<file path="config.mk">
export PLATFORM = sky130hd
export DESIGN_NAME = ss_seq_flat
export DESIGN_NICKNAME = d
export VERILOG_FILES = /design/src/rtl/ss_seq_pkg.sv /design/src/rtl/ss_seq_if.sv /design/src/rtl/ss_seq.sv /design/src/flat_wrapper.sv
export SDC_FILE = /design/constraint.sdc
export NUM_CORES = 1
export LEC_CHECK = 0
export ABC_CLOCK_PERIOD_IN_PS = 6500
export CORE_UTILIZATION = 55
export DETAILED_ROUTE_END_ITERATION = 8
export PLACE_DENSITY = 0.84
export SLEW_MARGIN = 30
export SYNTH_ARGS = -nofsm -noshare
export SYNTH_HDL_FRONTEND = slang
export SYNTH_SLANG_ARGS = --single-unit
</file>
<file path="constraint.sdc">
create_clock -name m2 -period 6.5 [get_ports m2]
set_input_delay 1.3 -clock m2 [delete_from_list [all_inputs] [get_ports m2]]
set_output_delay 1.3 -clock m2 [all_outputs]
set_load 0.02 [all_outputs]
</file>
<file path="src/rtl/ss_seq_pkg.sv">
// Shared types and defaults for the mapper save-state sequencer.
// Snapshot buffer layout: mapper words, then identity byte, then checksum.
package ss_seq_pkg;

  localparam int SS_LEN_DEF   = 18;
  localparam int IDX_ADDR_DEF = 127;

  typedef enum logic [2:0] {
    IDLE,
    SAVE,
    L_IDX,
    L_CMP,
    L_SUM,
    L_WR,
    DONE
  } state_t;

  typedef enum logic [1:0] {
    ERR_OK  = 2'd0,
    ERR_IDX = 2'd1,
    ERR_SUM = 2'd2,
    ERR_CMD = 2'd3
  } err_t;

endpackage

</file>
<file path="src/rtl/ss_seq_if.sv">
// Command/status, mapper save-state bus and snapshot buffer bus of ss_seq.
// The master side is the sequencer; the slave side is the mapper/buffer/host.
interface ss_seq_if;
  import ss_seq_pkg::*;

  logic       cmd_save;
  logic       cmd_load;
  logic       busy;
  logic       done;
  err_t       err;
  logic       ss_act;
  logic       ss_we;
  logic [7:0] ss_addr;
  logic [7:0] ss_wdat;
  logic [7:0] ss_rdat;
  logic [7:0] buf_addr;
  logic       buf_we;
  logic [7:0] buf_wdat;
  logic [7:0] buf_rdat;

  modport master (
    input  cmd_save, cmd_load, ss_rdat, buf_rdat,
    output busy, done, err, ss_act, ss_we, ss_addr, ss_wdat,
           buf_addr, buf_we, buf_wdat
  );

  modport slave (
    output cmd_save, cmd_load, ss_rdat, buf_rdat,
    input  busy, done, err, ss_act, ss_we, ss_addr, ss_wdat,
           buf_addr, buf_we, buf_wdat
  );

endinterface

</file>
<file path="src/rtl/ss_seq.sv">
// Save/restore sequencer: snapshots mapper state into a buffer with identity
// byte and checksum, and restores it only after both have been verified.
module ss_seq
  import ss_seq_pkg::*;
#(
  parameter int SS_LEN   = SS_LEN_DEF,
  parameter int IDX_ADDR = IDX_ADDR_DEF
) (
  input  logic      m2,
  input  logic      map_rst,
  ss_seq_if.master  bus
);

  localparam logic [7:0] LEN8   = 8'(SS_LEN);
  localparam logic [7:0] LEN_P1 = 8'(SS_LEN + 1);
  localparam logic [7:0] IDX8   = 8'(IDX_ADDR);

  state_t     state_q, state_d;
  logic [7:0] idx_q, idx_d;
  logic [7:0] sum_q, sum_d;
  err_t       err_q, err_d;
  logic       chk_q, chk_d;

  logic       busy_c;
  logic       done_c;
  logic       ss_act_c;
  logic       ss_we_c;
  logic [7:0] ss_addr_c;
  logic [7:0] ss_wdat_c;
  logic [7:0] buf_addr_c;
  logic       buf_we_c;
  logic [7:0] buf_wdat_c;

  always_ff @(negedge m2) begin
    if (map_rst) begin
      state_q <= IDLE;
      idx_q   <= '0;
      sum_q   <= '0;
      err_q   <= ERR_OK;
      chk_q   <= 1'b0;
    end else begin
      state_q <= state_d;
      idx_q   <= idx_d;
      sum_q   <= sum_d;
      err_q   <= err_d;
      chk_q   <= chk_d;
    end
  end

  // chk_q marks the extra L_SUM cycle where the stored checksum arrives,
  // so idx never has to count past SS_LEN+1.
  always_comb begin
    state_d    = state_q;
    idx_d      = idx_q;
    sum_d      = sum_q;
    err_d      = err_q;
    chk_d      = chk_q;
    busy_c     = 1'b0;
    done_c     = 1'b0;
    ss_act_c   = 1'b0;
    ss_we_c    = 1'b0;
    ss_addr_c  = '0;
    ss_wdat_c  = '0;
    buf_addr_c = '0;
    buf_we_c   = 1'b0;
    buf_wdat_c = '0;

    case (state_q)
      IDLE: begin
        if (bus.cmd_save && bus.cmd_load) begin
          err_d   = ERR_CMD;
          state_d = DONE;
        end else if (bus.cmd_save) begin
          err_d   = ERR_OK;
          idx_d   = '0;
          sum_d   = '0;
          state_d = SAVE;
        end else if (bus.cmd_load) begin
          err_d   = ERR_OK;
          idx_d   = '0;
          sum_d   = '0;
          state_d = L_IDX;
        end
      end

      SAVE: begin
        busy_c     = 1'b1;
        ss_act_c   = 1'b1;
        buf_we_c   = 1'b1;
        buf_addr_c = idx_q;
        if (idx_q < LEN8) begin
          ss_addr_c  = idx_q;
          buf_wdat_c = bus.ss_rdat;
        end else if (idx_q == LEN8) begin
          ss_addr_c  = IDX8;
          buf_wdat_c = bus.ss_rdat;
        end else begin
          buf_wdat_c = sum_q;
        end
        if (idx_q == LEN_P1) begin
          state_d = DONE;
        end else begin
          sum_d = sum_q + buf_wdat_c;
          idx_d = idx_q + 8'd1;
        end
      end

      L_IDX: begin
        busy_c     = 1'b1;
        ss_act_c   = 1'b1;
        ss_addr_c  = IDX8;
        buf_addr_c = LEN8;
        state_d    = L_CMP;
      end

      L_CMP: begin
        busy_c    = 1'b1;
        ss_act_c  = 1'b1;
        ss_addr_c = IDX8;
        if (bus.buf_rdat != bus.ss_rdat) begin
          err_d   = ERR_IDX;
          state_d = DONE;
        end else begin
          idx_d   = '0;
          sum_d   = '0;
          chk_d   = 1'b0;
          state_d = L_SUM;
        end
      end

      // Reads lag addresses by one cycle, so word idx-1 is summed at idx.
      L_SUM: begin
        busy_c   = 1'b1;
        ss_act_c = 1'b1;
        if (chk_q) begin
          chk_d = 1'b0;
          if (sum_q != bus.buf_rdat) begin
            err_d   = ERR_SUM;
            state_d = DONE;
          end else begin
            idx_d   = '0;
            state_d = L_WR;
          end
        end else begin
          buf_addr_c = idx_q;
          if (idx_q != 8'd0) begin
            sum_d = sum_q + bus.buf_rdat;
          end
          if (idx_q == LEN_P1) begin
            chk_d = 1'b1;
          end else begin
            idx_d = idx_q + 8'd1;
          end
        end
      end

      L_WR: begin
        busy_c   = 1'b1;
        ss_act_c = 1'b1;
        if (idx_q < LEN8) begin
          buf_addr_c = idx_q;
        end
        if (idx_q != 8'd0) begin
          ss_we_c   = 1'b1;
          ss_addr_c = idx_q - 8'd1;
          ss_wdat_c = bus.buf_rdat;
        end
        if (idx_q == LEN8) begin
          state_d = DONE;
        end else begin
          idx_d = idx_q + 8'd1;
        end
      end

      DONE: begin
        busy_c  = 1'b1;
        done_c  = 1'b1;
        state_d = IDLE;
      end

      default: begin
        state_d = IDLE;
      end
    endcase
  end

  assign bus.busy     = busy_c;
  assign bus.done     = done_c;
  assign bus.err      = err_q;
  assign bus.ss_act   = ss_act_c;
  assign bus.ss_we    = ss_we_c;
  assign bus.ss_addr  = ss_addr_c;
  assign bus.ss_wdat  = ss_wdat_c;
  assign bus.buf_addr = buf_addr_c;
  assign bus.buf_we   = buf_we_c;
  assign bus.buf_wdat = buf_wdat_c;

endmodule

</file>
<file path="src/flat_wrapper.sv">
// flat-port wrapper written by rule: the top's interface ports become plain ports
module ss_seq_flat import ss_seq_pkg::*;
#(
  parameter int SS_LEN   = SS_LEN_DEF,
  parameter int IDX_ADDR = IDX_ADDR_DEF
)
  (m2, map_rst, bus_cmd_save, bus_cmd_load, bus_ss_rdat, bus_buf_rdat, bus_busy, bus_done, bus_err, bus_ss_act, bus_ss_we, bus_ss_addr, bus_ss_wdat, bus_buf_addr, bus_buf_we, bus_buf_wdat);
  ss_seq_if bus_i ();
  input  logic m2;
  input  logic map_rst;
  input wire logic [$bits(bus_i.cmd_save)-1:0] bus_cmd_save;
  input wire logic [$bits(bus_i.cmd_load)-1:0] bus_cmd_load;
  input wire logic [$bits(bus_i.ss_rdat)-1:0] bus_ss_rdat;
  input wire logic [$bits(bus_i.buf_rdat)-1:0] bus_buf_rdat;
  output wire logic [$bits(bus_i.busy)-1:0] bus_busy;
  output wire logic [$bits(bus_i.done)-1:0] bus_done;
  output wire logic [$bits(bus_i.err)-1:0] bus_err;
  output wire logic [$bits(bus_i.ss_act)-1:0] bus_ss_act;
  output wire logic [$bits(bus_i.ss_we)-1:0] bus_ss_we;
  output wire logic [$bits(bus_i.ss_addr)-1:0] bus_ss_addr;
  output wire logic [$bits(bus_i.ss_wdat)-1:0] bus_ss_wdat;
  output wire logic [$bits(bus_i.buf_addr)-1:0] bus_buf_addr;
  output wire logic [$bits(bus_i.buf_we)-1:0] bus_buf_we;
  output wire logic [$bits(bus_i.buf_wdat)-1:0] bus_buf_wdat;
  assign bus_i.cmd_save = bus_cmd_save;
  assign bus_i.cmd_load = bus_cmd_load;
  assign bus_i.ss_rdat = bus_ss_rdat;
  assign bus_i.buf_rdat = bus_buf_rdat;
  assign bus_busy = bus_i.busy;
  assign bus_done = bus_i.done;
  assign bus_err = bus_i.err;
  assign bus_ss_act = bus_i.ss_act;
  assign bus_ss_we = bus_i.ss_we;
  assign bus_ss_addr = bus_i.ss_addr;
  assign bus_ss_wdat = bus_i.ss_wdat;
  assign bus_buf_addr = bus_i.buf_addr;
  assign bus_buf_we = bus_i.buf_we;
  assign bus_buf_wdat = bus_i.buf_wdat;
  ss_seq #(.SS_LEN(SS_LEN), .IDX_ADDR(IDX_ADDR)) u_core (.m2(m2), .map_rst(map_rst), .bus(bus_i));
endmodule
</file>
==> impl_metrics.toml, run 1 <==
[run_status]
outcome = "stopped before the end"
lastStage = "global routing (5_1_grt)"
error = "[ERROR DPL-0038] Utilization greater than 100%, impossible to legalize"

[placed_design]
portBuffers = 58
gp_congestion = 0.9041
hpwl_mm = 6.209

[logic_synthesis]
syn_inst = 343
synth-main-ff-cell = "dfxtp_1"
synth.avg_cell_area_um2 = 7.135
synth_nets = 374
syn_area_um2 = 2447
synth_top_cell_by_area = "dfxtp_1"
synth-async-reset-ratio = 0
synth_top_cells_by_area = "dfxtp_1 (18%), nor2_1 (7.7%), xor2_1 (7.2%), a21oi_1 (6.1%), mux2i_1 (5.3%)"
synth_top_area_share = 0.1800
ys_seq_area_frac = 0.1800
synthDistinctLibCells = 60
synth_edf_count = 0
yosys_warnings = 0
ys_ff_latch = 22

[timing]
crit_endpoint = "bus_buf_wdat[4]"
worstEpCategory = "output port"

[floorplanning]
io_pins = 59
rows = 23
die_w_um = 68.71
initial_core_util = 0.5906
die_y_um = 68.71

[clock_tree]
cts.path.max_buffers = 2
cts_sinks = 22
h-tree-depth = 1
cts_root_buf = "clkbuf_8"
numCtsBuffers = 3

[grt]
grt_max_degree = 24
==> synth_stat cells, types with 5 or more instances <==
library cell  number
o21ai_0           14
dfxtp_1           22
o21ai_1            8
and3_1             6
nor2_1            50
a21oi_1           30
clkbuf_1          11
nand3_1            9
nand2_1           22
a21o_1             5
inv_1             11
and2_1            16
ha_1              10
mux2i_1           13
nor3_1            10
buf_2              6
nor2b_1            7
xor2_1            20
nand3b_1           6
==> cells by family after synthesis <==
family,after synthesis,share of synthesized area
AOI/OAI and AO/OA,87,0.2229
DFF,22,0.1800
buffers and inverters,32,0.05828
muxes,13,0.05317
adders and majority gates,11,0.05931
xor gates and xnor gates,24,0.08589
and+or+nand+nor,154,0.3405
==> timing repair <==
item,in CTS
endpoints found under the setup margin,42
buffers inserted,11
hold buffers,0
gates resized for setup,168
pin swaps,24
==> metrics by stage <==
stage	hold slack, ps	setup slack, ps	area (um^2)	std cells	utilization
after floorplan	485.2	81.16	2447	343	-
after global placement	485.8	-408.1	3500	498	0.8445
after detailed placement	492.1	-560.8	3500	498	0.8445
after CTS	494.4	-71.31	3792	534	0.9152
==> run 2, diff against run 1 <==
Settings changed: CORE_UTILIZATION 55 to 40, PLACE_DENSITY 0.84 to default, PLACE_DENSITY_LB_ADDON from default to 0.15.
==> run 2 against run 1 <==
Effect of this change: the flow now finishes, with violations (negative setup slack); area after synthesis is the same; synthesized cell count is the same.
==> impl_metrics.toml, run 2 <==
[floorplanning]
initial_core_util = 0.4134
io_pins = 59
die_y_um = 80.22
rows = 28
die_area_um2 = 6435
die_w_um = 80.22
core_um2 = 5921

[clock_tree]
cts_root_buf = "clkbuf_8"
h-tree-depth = 1
clk_pin_slew_ps = 40
cts.path.max_buffers = 2
numCtsBuffers = 3
cts_tree = "built"
cts_sinks = 22
clk-insertion-delay-late_ps = 360

[detailed_routing]
drt-initial-drc-count = 196
drt-met1-wl_mm = 3.940
ant_nets = 0
top_layer_used = "met4"
dr.pass1.iters = 4
wl_met2_mm = 4.894
vias_per_cell = 5.401
post_drt_wl_per_cell_um = 15.86
vias = 3311
drc = 0
drt_wl_total_mm = 9.723
wl_met3_um = 489

[placed_design]
hpwl_mm = 5.858
portBuffers = 58
post-place-ws_ps = -542.2
gp_congestion = 0.8578
place_area_um2 = 3603
post-place-cells = 531

[layout]
fin_util = 0.7392
stdcell_count = 613
fin_nets = 570
final_common_cell = "buf_4"
drive_gt1_frac = 0.4257
top_regs = "u_core.idx_q (8), u_core.sum_q (8), u_core.state_q (3)"
areaGrowthSynthToFinish_pct = 78.83
design_area_um2 = 4377
mostFrequentLayoutCells = "buf_4 (123), nor2_1 (46), inv_1 (30)"
num_antenna_cells = 0
fillCellCount = 479

[timing]
worstMarginPinSlew_ps = 723.2
finClkSkew_ps = 27.02
slew_viol_final = 0
rsz0062_at_grt = "yes"
max_slew_margin = 0.5167
finalHoldViolCount = 0
fin_ws_ps = -98.96
finalSetupViolations = 18

[logic_synthesis]
synth_nets = 374
synth_edf_count = 0
synth_top_area_share = 0.1800
synth_top_cell_by_area = "dfxtp_1"
syn_area_um2 = 2447
synth.most_common_cell = "nor2_1"
yosys_warnings = 0
synth_top_cells_by_area = "dfxtp_1 (18%), nor2_1 (7.7%), xor2_1 (7.2%), a21oi_1 (6.1%), mux2i_1 (5.3%)"
synth-async-reset-ratio = 0
ys_ff_latch = 22
synthDistinctLibCells = 60
synth.avg_cell_area_um2 = 7.135
syn_inst = 343
ys_seq_area_frac = 0.1800
synth-main-ff-cell = "dfxtp_1"
synth_common_cells = "nor2_1 (50), a21oi_1 (30), dfxtp_1 (22), nand2_1 (22), xor2_1 (20)"

[worst_setup_path]
cp_slowest_cell = "dfxtp_4"
slowest_delay_ps = 350
cp.arrival_ps = 5300
endpoint_kind = "output pin"
crit_fanout = 5
cp_cell_sequence = "buf_6, nor3_4, buf_6, buf_6, or2b_4, o221a_4, o21ai_2, buf_6"
crit_buf_inv = 4
crit_path_frequent_cell = "buf_6"
required_ps = 5200
regToRegSetupSlack_ps = 130
cp-start-kind = "flip-flop"
worstSetupPathType = "reg2out"
cp_top_family = "simple AND/OR/NAND/NOR gates"

[grt]
grt-ovfl-total = 0
grt_first_pass_wirelength_mm = 14.81
grt_use_total = 0.2963
grt_max_degree = 24
antenna_found_initial = 0
grt_pass1_vias = 3200

[pwr]
p_total_mw = 1.503
power_per_cell_area_nw_per_um2 = 343.3
p_leak_nw = 2.159
peakVddDrop_uv = 283.7

[worst_hold_path]
holdCritPathClass = "reg2reg"

[flow_run]
cap_violations = 0

[run_status]
violations = "negative setup slack"
outcome = "finished with violations"
run 2: cell counts after synthesis:
Identical to the previous run, type by type.
run 2: per-stage QoR:
step | hold WS [ps] | setup TNS [ps]
finish | 502.8 | -858.7
floorplan | 485.2 | 0
global route | 521.7 | -2179
global placement | 486.9 | -8756
detailed placement | 502.3 | -9615
CTS | 505.1 | -80.38
run 2: report_power, final:
part | switching [mW] | internal [mW] | leakage [nW]
sequential | 0.0304 | 0.165 | 0.182
combinational | 0.583 | 0.575 | 1.83
clock | 0.0890 | 0.0616 | 0.143
total | 0.702 | 0.801 | 2.16
run 2: final timing paths:
check	start	end	depth (start not counted)
max	u_core.idx_q[5]	bus_ss_addr[2]	8
min	u_core.bus.err[1]	u_core.bus.err[1]	2
max reg2reg	u_core.idx_q[5]	u_core.sum_q[7]	44
min reg2reg	u_core.bus.err[1]	u_core.bus.err[1]	2
run 2: cells by family after synthesis:
kind of cell	Yosys count	share of synthesized area
xor gates and xnor gates	24	0.08589
and+or+nand+nor	154	0.3405
muxes	13	0.05317
buffers and inverters	32	0.05828
adders and majority gates	11	0.05931
AOI/OAI and AO/OA	87	0.2229
DFF	22	0.1800
run 2: layer usage:
layer | up-vias | GRT usage
li1 | 1606 | -
met1 | 1542 | 0.3195
met4 | 0 | 0.1589
met3 | 36 | 0.06250
met5 | - | 0
met2 | 127 | 0.5368
run 2: timing repair:
| action | 4_1_cts | 5_1_grt |
|---|---|---|
| setup endpoints to repair | 35 | 47 |
| gates resized for setup | 156 | 96 |
| setup buffers | 54 | 10 |
| pin swaps | 30 | 22 |
| hold buffers | 0 | 0 |
run 2: worst min-delay path, stage by stage (launching register included):
cell      delay [ps]
dfxtp_1          300
nor2_1           100
a311oi_1          50
run 2: layout make-up:
cell class / count / area, um^2 / area share
clock inverter: 23 / 88.84 / 0.02030
timing repair buffer: 191 / 1538 / 0.3513
inverter: 10 / 40.04 / 0.009148
multi-input combinational: 289 / 2126 / 0.4857
tap: 75 / 93.84 / 0.02144
clock buffer: 3 / 41.29 / 0.009434
sequential: 22 / 449.2 / 0.1026
(Power assumes the default switching activity.)
